==> config.mk <==
export PLATFORM = sky130hd
export DESIGN_NAME = serial_add_sub
export DESIGN_NICKNAME = d
export VERILOG_FILES = /design/src/rtl/add_sub_pkg.sv /design/src/rtl/full_adder_bit.sv /design/src/rtl/serial_add_sub.sv
export SDC_FILE = /design/constraint.sdc
export NUM_CORES = 1
export LEC_CHECK = 0
export BUFFER_PORTS_ARGS = -buffer_cell sky130_fd_sc_hd__clkbuf_2
export CELL_PAD_IN_SITES_DETAIL_PLACEMENT = 1
export CELL_PAD_IN_SITES_GLOBAL_PLACEMENT = 2
export CORE_UTILIZATION = 34
export CTS_CLUSTER_SIZE = 20
export DETAILED_ROUTE_END_ITERATION = 6
export GPL_TIMING_DRIVEN = 0
export PLACE_DENSITY = 0.8
export SLEW_MARGIN = 20
export SYNTH_ARGS = -nofsm -noshare
export SYNTH_HDL_FRONTEND = slang
export SYNTH_SLANG_ARGS = --single-unit
==> constraint.sdc <==
create_clock -name clk -period 3.5 [get_ports clk]
set_clock_uncertainty 0.2 [all_clocks]
set_input_delay 0.35 -clock clk [delete_from_list [all_inputs] [get_ports clk]]
set_output_delay 0.35 -clock clk [all_outputs]
set_load 0.02 [all_outputs]
==> src/rtl/add_sub_pkg.sv <==
// add_sub_pkg: shared definitions for the adder/subtractor family.
//
// Contents:
//   state_t    - FSM state encoding of the bit-serial unit (IDLE, RUN, DONE)
//   ST_*       - the same encodings as plain localparam constants, for code
//                that carries the state as a raw logic vector
//   OP_ADD     - value of the 'sub' control selecting A + B + C_in
//   OP_SUB     - value of the 'sub' control selecting A - B - C_in
//   cnt_width  - width of a counter that indexes the bits of an operand
package add_sub_pkg;

  typedef enum logic [1:0] {
    IDLE = 2'd0,
    RUN  = 2'd1,
    DONE = 2'd2
  } state_t;

  localparam logic [1:0] ST_IDLE = 2'd0;
  localparam logic [1:0] ST_RUN  = 2'd1;
  localparam logic [1:0] ST_DONE = 2'd2;

  localparam logic OP_ADD = 1'b0;
  localparam logic OP_SUB = 1'b1;

  // Bits needed to count 0 .. width-1.
  function automatic int cnt_width(input int width);
    return $clog2(width);
  endfunction

endpackage

==> src/rtl/full_adder_bit.sv <==
// full_adder_bit: single-bit combinational full adder.
//
// Ports:
//   a, b  - operand bits
//   cin   - carry in
//   s     - sum bit       (a ^ b ^ cin)
//   cout  - carry out     (majority of a, b, cin)
module full_adder_bit (
  input  logic a,
  input  logic b,
  input  logic cin,
  output logic s,
  output logic cout
);

  assign s    = a ^ b ^ cin;
  assign cout = (a & b) | (a & cin) | (b & cin);

endmodule

==> src/rtl/serial_add_sub.sv <==
// serial_add_sub: bit-serial WIDTH-bit adder/subtractor.
//
// Operands are captured on an accepted start and processed LSB-first, one
// bit per clock, through a single carry flip-flop and one full adder.
// Subtraction is done as A + ~B + ~C_in, so the carry out of the MSB is the
// "not borrow" flag and the overflow rule is the same as for addition.
//
// Ports:
//   clk        - clock, rising edge
//   rst_n      - asynchronous active-low reset
//   start      - request to capture operands (taken only when ready=1)
//   sub        - OP_ADD: A + B + C_in, OP_SUB: A - B - C_in
//   A, B       - operands
//   C_in       - carry in (add) / borrow in (sub)
//   ready      - high in IDLE and DONE
//   busy       - high while bits are being processed
//   done       - one-cycle pulse, results valid from this cycle on
//   S          - sum / difference (partially shifted while busy)
//   C_out      - carry out (add) / not-borrow (sub)
//   V          - signed overflow
//   fsm_state  - current FSM state, for observation only
//
// Handshake: a request is taken on any rising edge where start=1 and
// ready=1; no queuing takes place, start while ready=0 is simply dropped,
// and A/B/sub/C_in only matter on that accepting edge. The result belongs
// to the most recent accepted request and is held until the next accept.
module serial_add_sub
  import add_sub_pkg::*;
#(
  parameter int WIDTH = 4
) (
  input  logic             clk,
  input  logic             rst_n,
  input  logic             start,
  input  logic             sub,
  input  logic [WIDTH-1:0] A,
  input  logic [WIDTH-1:0] B,
  input  logic             C_in,
  output logic             ready,
  output logic             busy,
  output logic             done,
  output logic [WIDTH-1:0] S,
  output logic             C_out,
  output logic             V,
  output logic [1:0]       fsm_state
);

  localparam int CW = cnt_width(WIDTH);
  localparam logic [CW-1:0] LAST_BIT = CW'(WIDTH - 1);

  logic [1:0]       state;
  logic [WIDTH-1:0] a_sr;
  logic [WIDTH-1:0] b_sr;
  logic             carry;
  logic [CW-1:0]    cnt;

  logic             sum_bit;
  logic             carry_next;
  logic             accept;
  logic             last_step;

  full_adder_bit u_fa (
    .a    (a_sr[0]),
    .b    (b_sr[0]),
    .cin  (carry),
    .s    (sum_bit),
    .cout (carry_next)
  );

  assign ready     = (state != ST_RUN);
  assign busy      = (state == ST_RUN);
  assign done      = (state == ST_DONE);
  assign fsm_state = state;

  assign accept    = ready && start;
  assign last_step = (cnt == LAST_BIT);

  always_ff @(posedge clk or negedge rst_n) begin
    if (!rst_n) begin
      state <= ST_IDLE;
      a_sr  <= '0;
      b_sr  <= '0;
      carry <= 1'b0;
      cnt   <= '0;
      S     <= '0;
      C_out <= 1'b0;
      V     <= 1'b0;
    end else begin
      case (state)
        ST_IDLE, ST_DONE: begin
          if (accept) begin
            a_sr  <= A;
            // Subtract as A + ~B + ~C_in: inverting the borrow-in turns it
            // into the "+1" of the two's complement of B when C_in=0.
            b_sr  <= (sub == OP_SUB) ? ~B : B;
            carry <= (sub == OP_SUB) ? ~C_in : C_in;
            cnt   <= '0;
            S     <= '0;
            C_out <= 1'b0;
            V     <= 1'b0;
            state <= ST_RUN;
          end else begin
            state <= ST_IDLE;
          end
        end

        ST_RUN: begin
          // Sum bits enter at the MSB so that after WIDTH shifts the first
          // (LSB) bit has travelled down to S[0].
          S     <= {sum_bit, S[WIDTH-1:1]};
          carry <= carry_next;
          a_sr  <= a_sr >> 1;
          b_sr  <= b_sr >> 1;
          cnt   <= cnt + CW'(1);
          if (last_step) begin
            C_out <= carry_next;
            // Overflow: carry into the MSB differs from carry out of it.
            V     <= carry ^ carry_next;
            state <= ST_DONE;
          end
        end

        default: begin
          state <= ST_IDLE;
        end
      endcase
    end
  end

endmodule

# After elaboration in Yosys (flattened, before gate mapping)
# Cells that the tools add are included.
dict set report classes {
  addsub 1
  n_eq_ne 6
  n_mux 20
  n_bitwise 10
  n_reduce_logical 6
}
# cell count
set op_table {}
lappend op_table {{$pmux 4 s2} 3}
lappend op_table {{$mux 4} 4}
lappend op_table {{$pmux 2 s2} 2}
lappend op_table {{$mux 1} 6}
lappend op_table {{$pmux 1 s2} 3}
lappend op_table {{$eq 2x2->1 const B} 2}
lappend op_table {{$mux 2} 2}
lappend op_table {{$ne 2x1->1 const B} 2}
lappend op_table {{$not 4->4} 1}
lappend op_table {{$and 1x1->1} 3}
lappend op_table {{$reduce_and 3->1} 1}
lappend op_table {{$xor 1x1->1} 3}
lappend op_table {{$add 2x1->2 const B} 1}
lappend op_table {{$eq 2x1->1 const B} 1}
lappend op_table {{$logic_not 2->1} 1}
lappend op_table {{$ne 2x2->1 const B} 1}
lappend op_table {{$or 1x1->1} 2}
lappend op_table {{$reduce_and 2->1} 1}
lappend op_table {{$reduce_bool 2->1} 1}
lappend op_table {{$reduce_or 2->1} 1}
lappend op_table {{$logic_and 1x1->1} 1}
lappend op_table {{$not 1->1} 1}
dict set report totals {
  ff_bits 19
}

# Longest topological paths before layout
# Gate-level depths: netlist of the first run.
dict set report logic_depth {
  depth_word 6
  ltp_mapped 6
  ltp_nobuf 4
}

# Cells and area by module
# From an unflattened synthesis of the first run, not the netlist that was laid out.
dict set report hier_totals {
  hier_cells 72
  area_unflattened_um2 847.1
}
# mod n_inst cells_per_inst area_each_um2 seq_area_each_um2
set by_module_without_submodules {}
lappend by_module_without_submodules {serial_add_sub 1 71 827.0 475.5}
lappend by_module_without_submodules {full_adder_bit 1 1 20.0 0.0}

# Least setup slack after synthesis of the first run
# OpenSTA, ideal clock, no wires.
dict set report synth_path {
  path_type {flip-flop to output port}
  startpoint {reg state[1] (netlist: fsm_state[1])}
  endpoint {out busy}
  arrival_ns 1.054
  slack_ns 1.896
  stages_incl_launch_ff 5
  path_cell_list {dfrtp_1 -> nand2b_1 -> buf_6 -> clkinv_4 -> buf_2}
}
dict set report synth_between {
  elab_chain_cells 1
}
# element line_no
set synth_lines {}
lappend synth_lines {{start, declared} serial_add_sub.sv:51} ;# logic [1:0] state;
lappend synth_lines {{start signal, assigned} serial_add_sub.sv:80} ;# state <= ST_IDLE;
lappend synth_lines {{start signal, assigned} serial_add_sub.sv:101} ;# state <= ST_RUN;
lappend synth_lines {{start signal, assigned} serial_add_sub.sv:103} ;# state <= ST_IDLE;
lappend synth_lines {{$eq 2x1->1} serial_add_sub.sv:71} ;# assign busy = (state == ST_RUN);
lappend synth_lines {{end, declared} serial_add_sub.sv:40} ;# output logic busy,
# No other way between the ends.

# Worst setup path in the final report of the first run
dict set report layout_path {
  startpoint {reg state[0] (netlist: fsm_state[0])}
  endpoint {out busy}
}
# The elaborated chain is that of the path after synthesis.

==> metrics.md, run 1 <==
| Metric | Value |
|---|---|
| Status | finished, final reports clean |
| Hold depth | 3 |
| TNS Setup | 0 ns |
| Most numerous cell in the Yosys netlist | dfrtp_1 |
| Synth cell count leaders | dfrtp_1, a22o_1, nand3_1 |
| Post-synth top area cell | dfrtp_1 |
| Fin cells | 127 |
| Max Slew Vio Count | 0 |
| Path type of the worst setup path | reg -> out |
| Main area contributors after synthesis | dfrtp_1, a22o_1, xnor2_1 |
| CP max stage cell | dfrtp_1 |
| Routability Congestion | approximately 0.73 |
| VDD IR max | 341 uV |
| Post-Synthesis Cells | 72 |
| Clock Pin Slew Worst Setup and Hold Paths | 0.11 ns |
| Unique masters post-synth | 21 |
| Critical path capture point type | output pin |
| Met2 WL post-DR | 967 um |
| Initial DRT Pass Iterations | 4 |
| Number of DRC markers in iteration 0 | 7 |
| Fraction of registers with async set/reset | 1.00 |
| Worst hold path class | in -> reg |
| Setup WS post-layout | 1.46 ns |
| Worst-Margin Slew | 0.487 ns |
| Power per cell area | between 900 and 1000 nW/um2 |
| CP Buf/Inv Count | 4 |
| First-pass GRT wire length | about 3200 um |
| Antenna diode count | 0 |
| Layout Nets | around 120 |
| CP startpoint kind | flop |
| Syn Std Cell Area | 857 um2 |
| I/O pins | 24 |
| Ratio of cells with drive above 1 in the final layout | 0.333 |
| # setup viols final | 0 |
| Primary FF master, synth | dfrtp_1 |
| Tcrit/Tclk final | 0.582 |
| Die W | 52.2 um |
| Post-CTS sizing | 0 |
| Max_cap viols | 0 |
| Routed length on met1 | 838 um |
| Met3 Wirelength | 46 um |
| Synth Register Bits | 19 |
| Fin crit period | 2.04 ns |
| Die Ht | 52.2 um |
| Worst-skew pair later-pin latency | 0.29 ns |
| Placed cell area | 1000 um2 |
| Post-Place Setup Slack | 1.78 ns |
| Cells on worst reg2reg path | 2 |
| Worst-path fanout max | 10 |
| Sequential share of the synthesized area | 0.555 |
| CP required | 2.95 ns |
| I/O Buffers | 22 |
| Synth top area share | 0.555 |
| Mean post-synth cell area | 11.9 um2 |
| Fin util | 0.452 |
| Synthesis Warnings | 0 |
| Design area | 1040 um2 |
| Vias in the first global route | approximately 700 |
| Crit path depth | 5 |
| Final hold violation count | 0 |
| Total CTS buffers | 3 |
| TritonCTS clock tree | done |
| Area Growth Syn to Fin | 21.2% |
| Clock H-tree levels | 1 |
| Pleak | 0.528 nW |
| Floorplan row count | 17 |
| # DRC | 0 |
| Top delay family on crit path | buffers and inverters |
| Detail Route Antenna Nets | 0 |
| Top Metal Used | met4 |
| GRT Overall Usage | 0.168 |
| Routed length per placed instance | 14.7 um |
| Setup Fix Bufs, Post-CTS | 0 |
| Post-Synthesis Net Count | 87 |
| Clock root buffer | clkbuf_4 |
| Clock Path Buffers | 2 |
| Fillers | 261 |
| Slew HR | 0.675 |
| Core box area | 2300 um2 |
| Post-DR vias/cell | 5.18 |
| WP data arrival | around 1.5 ns |
| Vias | 658 |
| # hold bufs at CTS | 1 |
| RSZ-0062 raised after global routing | no |
| Largest net degree at the start of global routing | 20 |
| Post-synth EDFFs | 0 |
| Placed cell count | 122 |
| Crit path largest cell delay | ~0.47 ns |
| Sink Count | 19 |
| Critical-path cell list | nand2b_1 > buf_6 > clkinv_4 > buf_2 > clkbuf_2 |
| Global route total overflow | 0 |
| Routed WL | 1870 um |
| Starting density of the core | 0.373 |
| Die area | 2730 um2 |
| Peak Freq | between 400 and 500 MHz |
| Antenna violations before repair | 0 |
[through the flow]
step,hold WS (ns),power (mW)
2_1_floorplan,-0.146,0.730
3_3_place_gp,0.129,0.859
3_5_place_dp,0.134,0.883
4_1_cts,0.0519,0.999
5_1_grt,0.0759,1.07
6_report,0.0632,0.985
[tightest hold or removal path: stages]
cell,delay (ns)
clkbuf_2,0.07
a22oi_1,0.05
nand2_1,0.05
[state kept, by name (all words and copies together) (netlist names)]
register and count:
b_sr 4, V 1, C_out 1, carry 1, cnt 2, a_sr 4, fsm_state 2, S 4
[kinds of logic after synthesis]
| group | synth area share |
|---|---|
| simple gates | 0.126 |
| flops | 0.555 |
| compound gates | 0.162 |
| buf+inv | 0.0584 |
| xor+xnor | 0.0613 |
| fa+ha+maj | 0.0380 |
[report_power, final]
group,internal [mW],switching [mW]
combinational,0.213,0.272
sequential,0.316,0.0724
clock,0.0443,0.0673
[layer usage]
metal  track usage  vias to the layer above
met5             0                        -
met2         0.274                       15
met1         0.210                      330
li1              -                      311
met3        0.0261                        2
met4        0.0965                        0
[cell usage in the layout (no fill, tap or decap)]
master / instances
a221o_1: 4
a22o_1: 7
a22oi_1: 3
and2b_1: 1
and2b_2: 1
buf_2: 3
buf_6: 2
clkbuf_1: 1
clkbuf_2: 22
clkbuf_4: 3
clkinv_4: 1
dfrtp_1: 19
dlygate4sd3_1: 1
fa_1: 1
ha_1: 1
inv_1: 1
nand2_1: 4
nand2b_1: 2
nand3_1: 7
nand3b_1: 1
nor2_1: 4
nor2_2: 1
o21ai_0: 3
xnor2_1: 5
xor2_1: 1
[path summary, 6_finish.rpt]
kind	slack, ns	start	end
setup / recovery	1.46	fsm_state[0]	busy
hold / removal	0.06	A[2]	a_sr[2]
setup reg to reg	1.87	carry	carry
hold reg to reg	0.30	cnt[0]	cnt[0]
max in group asynchronous	2.44	rst_n	cnt[1]
min in group asynchronous	0.34	rst_n	S[1]
[area by class of cell]
class	count	area, um2	area share
tap	28	35.0	0.0337
inverter	2	12.5	0.0120
clock buffer	4	26.3	0.0253
buffer	5	37.5	0.0361
sequential	19	475	0.458
timing repair buffer	23	120	0.116
multi-input combinational	46	332	0.319
Power figures use the tool's default switching activity.
==> inputs of run 2 (changes only) <==
Settings changed: CORE_ASPECT_RATIO from default to 0.5, CORE_UTILIZATION 34 to 31, PLACE_DENSITY 0.8 to 0.74.
Clock period 3.5 ns to 1.96 ns, I/O delays scaled along.
==> metrics.md, run 2 (same netlist as run 1, synthesis figures left out) <==
| Metric | Value |
|---|---|
| Status | finished, final reports clean |
| Pleak | 0.555 nW (+5.2%) |
| WP data arrival | 1.48 ns (about the same) |
| Commonest non-fill, non-tap cell in the layout | clkbuf_2 |
| Core box area | 2600 um2 (+13%) |
| Die area | 2990 um2 (+9.8%) |
| CP max stage cell | dfrtp_1 |
| Global route total overflow | 0 (unchanged) |
| TritonCTS clock tree | done |
| Biggest regs | S (4), a_sr (4), b_sr (4) |
| Worst-path fanout max | 10 (unchanged) |
| Clock power share | 0.151 (+0.038) |
| TNS Setup | 0 ns (unchanged) |
| Worst-skew pair later-pin latency | 0.26 ns (-0.03 ns) |
| Total CTS buffers | 3 (unchanged) |
| Placed cell count | 131 (+7.4%) |
| Initial DRT Pass Iterations | 4 (unchanged) |
| Combinational Power Share | 0.474 (-0.019) |
| Peak Freq | approximately 530 MHz |
| First-pass GRT wire length | 3130 um (-1.5%) |
| Routability Congestion | 0.709 (-3.1%) |
| Vias in the first global route | 663 (-6.9%) |
| Area Growth Syn to Fin | 29.5% |
| VDD IR max | 595 uV (+74%) |
| Clock root buffer | clkbuf_8 |
| Post-DR vias/cell | 4.86 (-6.3%) |
| Detail Route Antenna Nets | 0 (unchanged) |
| Routed length per placed instance | 14.1 um (-4.6%) |
| # hold bufs at CTS | 5 (+4) |
| # setup viols final | 0 (unchanged) |
| Most frequent cells in the layout | clkbuf_2, dfrtp_1, a22o_1, nand3_1 |
| Worst hold path class | in -> reg |
| Clock Pin Slew Worst Setup and Hold Paths | 0.07 ns (-0.04 ns) |
| DP HPWL | 1420 um |
| Slew HR | 0.672 (-0.00364) |
| CP required | 1.56 ns (-1.39 ns) |
| Ratio of cells with drive above 1 in the final layout | 0.330 (-0.00324) |
| Tcrit/Tclk final | 0.956 |
| Net switching power | 757 uW (+84%) |
| Layout Nets | 119 (+3.5%) |
| GRT Overall Usage | 0.144 (-0.0244) |
| Floorplan row count | 13 (-4) |
| CP startpoint kind | flop |
| Clock Path Buffers | 2 (unchanged) |
| Max_cap viols | 0 (unchanged) |
| Max Slew Vio Count | 0 (unchanged) |
| Crit path largest cell delay | 0.40 ns (-0.07 ns) |
| Number of DRC markers in iteration 0 | 40 (+33) |
| Antenna violations before repair | 0 (unchanged) |
| CP Buf/Inv Count | 4 (unchanged) |
| Critical-path cell list | nand2b_1 > buf_6 > clkinv_4 > buf_2 > clkbuf_2 |
| Top delay family on crit path | buffers and inverters |
| I/O pins | 24 (unchanged) |
| Flop pwr share | 0.374 (-0.020) |
| Die W | 76.4 um (+46%) |
| Final hold violation count | 0 (unchanged) |
| Starting density of the core | 0.329 (-0.0438) |
| # DRC | 0 (unchanged) |
| Post-CTS sizing | 0 (unchanged) |
| Vias | 680 (+3.3%) |
| Clock H-tree levels | 1 (unchanged) |
| Internal power | 1.09 mW (+90%) |
| Total Power | 1.85 mW (+88%) |
| Sink Count | 19 (unchanged) |
| RSZ-0062 raised after global routing | no |
| Antenna diode count | 0 (unchanged) |
| Die Ht | 39.2 um (-25%) |
| Worst-Margin Slew | 0.492 ns (+0.00546 ns) |
| Power per cell area | 1660 nW/um2 (+76%) |
| Fin crit period | 1.87 ns |
| Fin util | 0.426 (-0.0256) |
| Largest net degree at the start of global routing | 20 (unchanged) |
| Path type of the worst setup path | reg -> out |
| Setup Fix Bufs, Post-CTS | 0 (unchanged) |
| Fin cells | 140 (+10%) |
| Switching power share of the total | 0.410 (-0.00808) |
| Critical path capture point type | output pin |
| I/O Buffers | 22 (unchanged) |
| Routed WL | 1970 um (+5.2%) |
## run 2: cell count changes in the layout (fill, tap and decap cells not counted)
cell / delta
clkbuf_4: -3
clkbuf_8: +3
clkbuf_1: -1
dlygate4sd3_1: +4
clkinv_2: +1
## run 2: per-stage QoR
step | setup WS (ns) | cell area, um2 | hold WS [ns]
finish | 0.0871 | 1110 | 0.0781
global route | 0.00174 | 1110 | 0.0971
global placement | 0.408 | 1010 | -0.0382
floorplan | 0.365 | 857 | -0.300
CTS | 0.0807 | 1110 | 0.0806
detailed placement | 0.374 | 1010 | -0.0255
## run 2: power by group through the flow
stage	sequential (mW)	combinational [mW]	clock, mW
after floorplan	0.747	0.557	0
after global placement	0.688	0.841	0
after detailed placement	0.702	0.873	0
after CTS	0.694	0.886	0.289
after global routing	0.715	0.958	0.299
final	0.692	0.876	0.280
## run 2: final cells by class
type / instances / area (um2)
repair buffers: 27 / 160
multi-input cells: 46 / 332
clock buffers: 3 / 41.3
plain buffers: 5 / 37.5
clock inverters: 1 / 5.00
well taps: 37 / 46.3
inverters: 2 / 12.5
flip-flops and latches: 19 / 475
fillers: 302 / 1490
## run 2: path summary, 6_finish.rpt
path / start / to / slack (ns) / cells after the start
max: fsm_state[1] / busy / 0.09 / 5
min: B[3] / b_sr[3] / 0.08 / 3
max reg2reg: fsm_state[0] / a_sr[1] / 0.37 / 6
min reg2reg: cnt[1] / cnt[1] / 0.31 / 1
max in group asynchronous: rst_n / b_sr[2] / 1.01 / 2
min in group asynchronous: rst_n / S[1] / 0.22 / 2
## run 2: per-layer routing
metal / vias up / wire [um] / track usage
li1: 319 / - / -
met2: 13 / 921 / 0.243
met4: 0 / 16 / 0.0288
met5: - / 0 / 0
met1: 346 / 955 / 0.184
met3: 2 / 75 / 0.0471
## run 2: worst min-delay path: stages
cell	delay [ns]
clkbuf_2	0.08
xor2_1	0.05
a22o_1	0.17
==> inputs of run 3 (changes only) <==
Settings changed: CORE_UTILIZATION 31 to 28, PLACE_DENSITY 0.74 to 0.7.
Clock period 1.96 ns to 1.6 ns, I/O delays scaled along.
==> metrics.md, run 3 (same netlist as run 1, synthesis figures left out) <==
| Metric | Value |
|---|---|
| Switching power share of the total | 0.389 (-0.0214) |
| WP data arrival | 1.53 ns (+0.05 ns) |
| Setup WS post-layout | 0.0194 ns (-0.0677 ns) |
| Routed WL | 2110 um (+7.1%) |
| Reg2Reg Capture Point | b_sr[0] |
| Biggest regs | S (4), a_sr (4), b_sr (4) |
| Final hold violation count | 0 (unchanged) |
| Post-Place Setup Slack | 0.0178 ns (-0.356 ns) |
| Routability Congestion | 0.648 (-8.7%) |
| Detail Route Antenna Nets | 0 (unchanged) |
| Status | finished, final reports clean |
| First-pass GRT wire length | 3340 um (+6.6%) |
| Tcrit/Tclk final | 0.988 |
| GRT Overall Usage | 0.145 (+0.00164) |
| Starting density of the core | 0.312 (-0.0175) |
| Ratio of cells with drive above 1 in the final layout | 0.438 (+0.107) |
| Worst path most repeated cell | buf_6 |
| Sink Count | 19 (unchanged) |
| Pleak | 0.617 nW (+11%) |
| Net switching power | 1.04 mW (+37%) |
| GRT met1 Usage | 0.180 (-0.00402) |
| Vias | 708 (+4.1%) |
| CP max stage cell | dfrtp_2 |
| Floorplan row count | 13 (unchanged) |
| Total CTS buffers | 3 (unchanged) |
| End of the worst hold path | carry |
| Peak Freq | 633 MHz |
| Max Slew Vio Count | 0 (unchanged) |
| Fin crit period | roughly 1.6 ns |
| RSZ-0062 raised after global routing | yes |
| Reg-to-reg startpoint | fsm_state[0] |
| Die area | 3300 um2 (+10%) |
| Vias in the first global route | 715 (+7.8%) |
| Number of DRC markers in iteration 0 | 32 (-20%) |
| Layout Nets | 128 (+7.6%) |
| Die Ht | 41.1 um (+5.0%) |
| Largest net degree at the start of global routing | 20 (unchanged) |
| Placed cell count | 131 (unchanged) |
| Clock power share | 0.128 (-0.023) |
| Clock Path Buffers | 2 (unchanged) |
| VDD IR max | 589 uV (-0.87%) |
| Commonest non-fill, non-tap cell in the layout | clkbuf_2 |
| Initial DRT Pass Iterations | 4 (unchanged) |
| Worst-path fanout max | 10 (unchanged) |
| CP required | 1.55 ns (about the same) |
| Max_cap viols | 0 (unchanged) |
| Slew HR | 0.686 (+0.0138) |
| Area Growth Syn to Fin | 46.1% |
| Clock H-tree levels | 1 (unchanged) |
| Power per cell area | 2130 nW/um2 (+28%) |
| Die W | 80.2 um (+5.1%) |
| Critical path capture point type | flop |
| Slack of the worst reg-to-reg path | 0.02 ns (-0.35 ns) |
| Core box area | 2750 um2 (+5.6%) |
| Fin cells | 149 (+6.4%) |
| GR Util met2 | 0.261 (+0.0174) |
| # DRC | 0 (unchanged) |
| # setup viols final | 0 (unchanged) |
| Total Power | 2.66 mW (+44%) |
| I/O pins | 24 (unchanged) |
| Post-DR vias/cell | 4.75 (-2.2%) |
| Clock root buffer | clkbuf_8 |
| Clock Pin Slew Worst Setup and Hold Paths | 0.07 ns (about the same) |
| CP startpoint | fsm_state[0] |
| Antenna violations before repair | 0 (unchanged) |
| Worst-skew pair later-pin latency | 0.26 ns (about the same) |
| Fin util | 0.456 (+0.0292) |
| Cells on worst reg2reg path | 5 (-1) |
| Hold depth | 4 (+1) |
| I/O Buffers | 22 (unchanged) |
| Critical-path cell list | buf_6 > and2b_2 > nor2_2 > buf_6 > a221o_1 |
| CP startpoint kind | flop |
| TNS Setup | 0 ns (unchanged) |
| Flop pwr share | 0.320 (-0.054) |
| Antenna diode count | 0 (unchanged) |
| M3 GR Usage | 0.0467 (-0.000392) |
| Combinational Power Share | 0.552 (+0.078) |
| Internal power | 1.63 mW (+49%) |
| Crit path largest cell delay | 0.44 ns (+0.04 ns) |
| Worst-Margin Slew | 0.472 ns (-0.0207 ns) |
| Startpoint of the worst hold path | C_in |
| DP HPWL | 1500 um (+5.4%) |
| Routed length per placed instance | 14.2 um (+0.64%) |
| Most frequent cells in the layout | clkbuf_2, dfrtp_1, a22o_1, nand3_1, buf_4 |
| Global route total overflow | 0 (unchanged) |
| GR peak layer | met2 |
| Path type of the worst setup path | reg -> reg |
| Worst hold path class | in -> reg |
| TritonCTS clock tree | done |
-- run 3: cell types whose count changed in the layout (fill, tap and decap cells not counted), sizes merged --
cell	change
buf	+11
clkbuf	-2
-- run 3: metrics by stage --
step,hold WS [ns],cell area [um2]
4_1_cts,0.0571,1170
5_1_grt,0.0572,1250
3_3_place_gp,-0.0719,1010
2_1_floorplan,-0.336,857
3_5_place_dp,-0.0540,1010
6_report,0.0515,1250
-- run 3: layer usage --
metal / up-vias / share of wire / routed length (um)
met5: - / 0 / 0
met4: 0 / 0.0081 / 17
met3: 3 / 0.035 / 74
met2: 14 / 0.49 / 1020
met1: 353 / 0.47 / 993
li1: 338 / - / -
-- run 3: worst max-delay path by stage --
stage                    to
floorplan           b_sr[1]
global placement      carry
detailed placement  b_sr[0]
CTS                    busy
global route        b_sr[0]
finish              b_sr[0]
-- run 3: critical path: cells and delay by family (launching register included) --
kind / cells / cell delay (ns)
buffers and inverters: 2 / 0.27
AOI/OAI and AO/OA: 1 / 0.29
and+or+nand+nor: 2 / 0.27
DFF: 1 / 0.44
-- run 3: cell type report --
cell class	instances	area (um2)
clock buffers	3	41.3
repair buffers	36	255
flip-flops and latches	19	477
clock inverters	1	5.00
well taps	37	46.3
inverters	2	20.0
fillers	318	1500
plain buffers	5	51.3
multi-input cells	46	357
-- run 3: power groups by stage --
| stage | clock, mW | combinational (mW) | sequential (mW) |
|---|---|---|---|
| 4_1_cts | 0.350 | 1.26 | 0.832 |
| 5_1_grt | 0.368 | 1.62 | 0.877 |
| 6_report | 0.341 | 1.47 | 0.852 |
| 3_3_place_gp | 0 | 1.03 | 0.846 |
| 2_1_floorplan | 0 | 0.682 | 0.915 |
| 3_5_place_dp | 0 | 1.07 | 0.860 |
-- run 3: timing repair --
| item | 4_1_cts | 5_1_grt |
|---|---|---|
| resized for setup | 7 | 13 |
| hold buffers | 5 | 0 |
| cloned | 0 | 0 |
| buffers inserted | 4 | 5 |
| hold endpoints to repair | 23 | 0 |
| endpoints found under the setup margin | 2 | 11 |
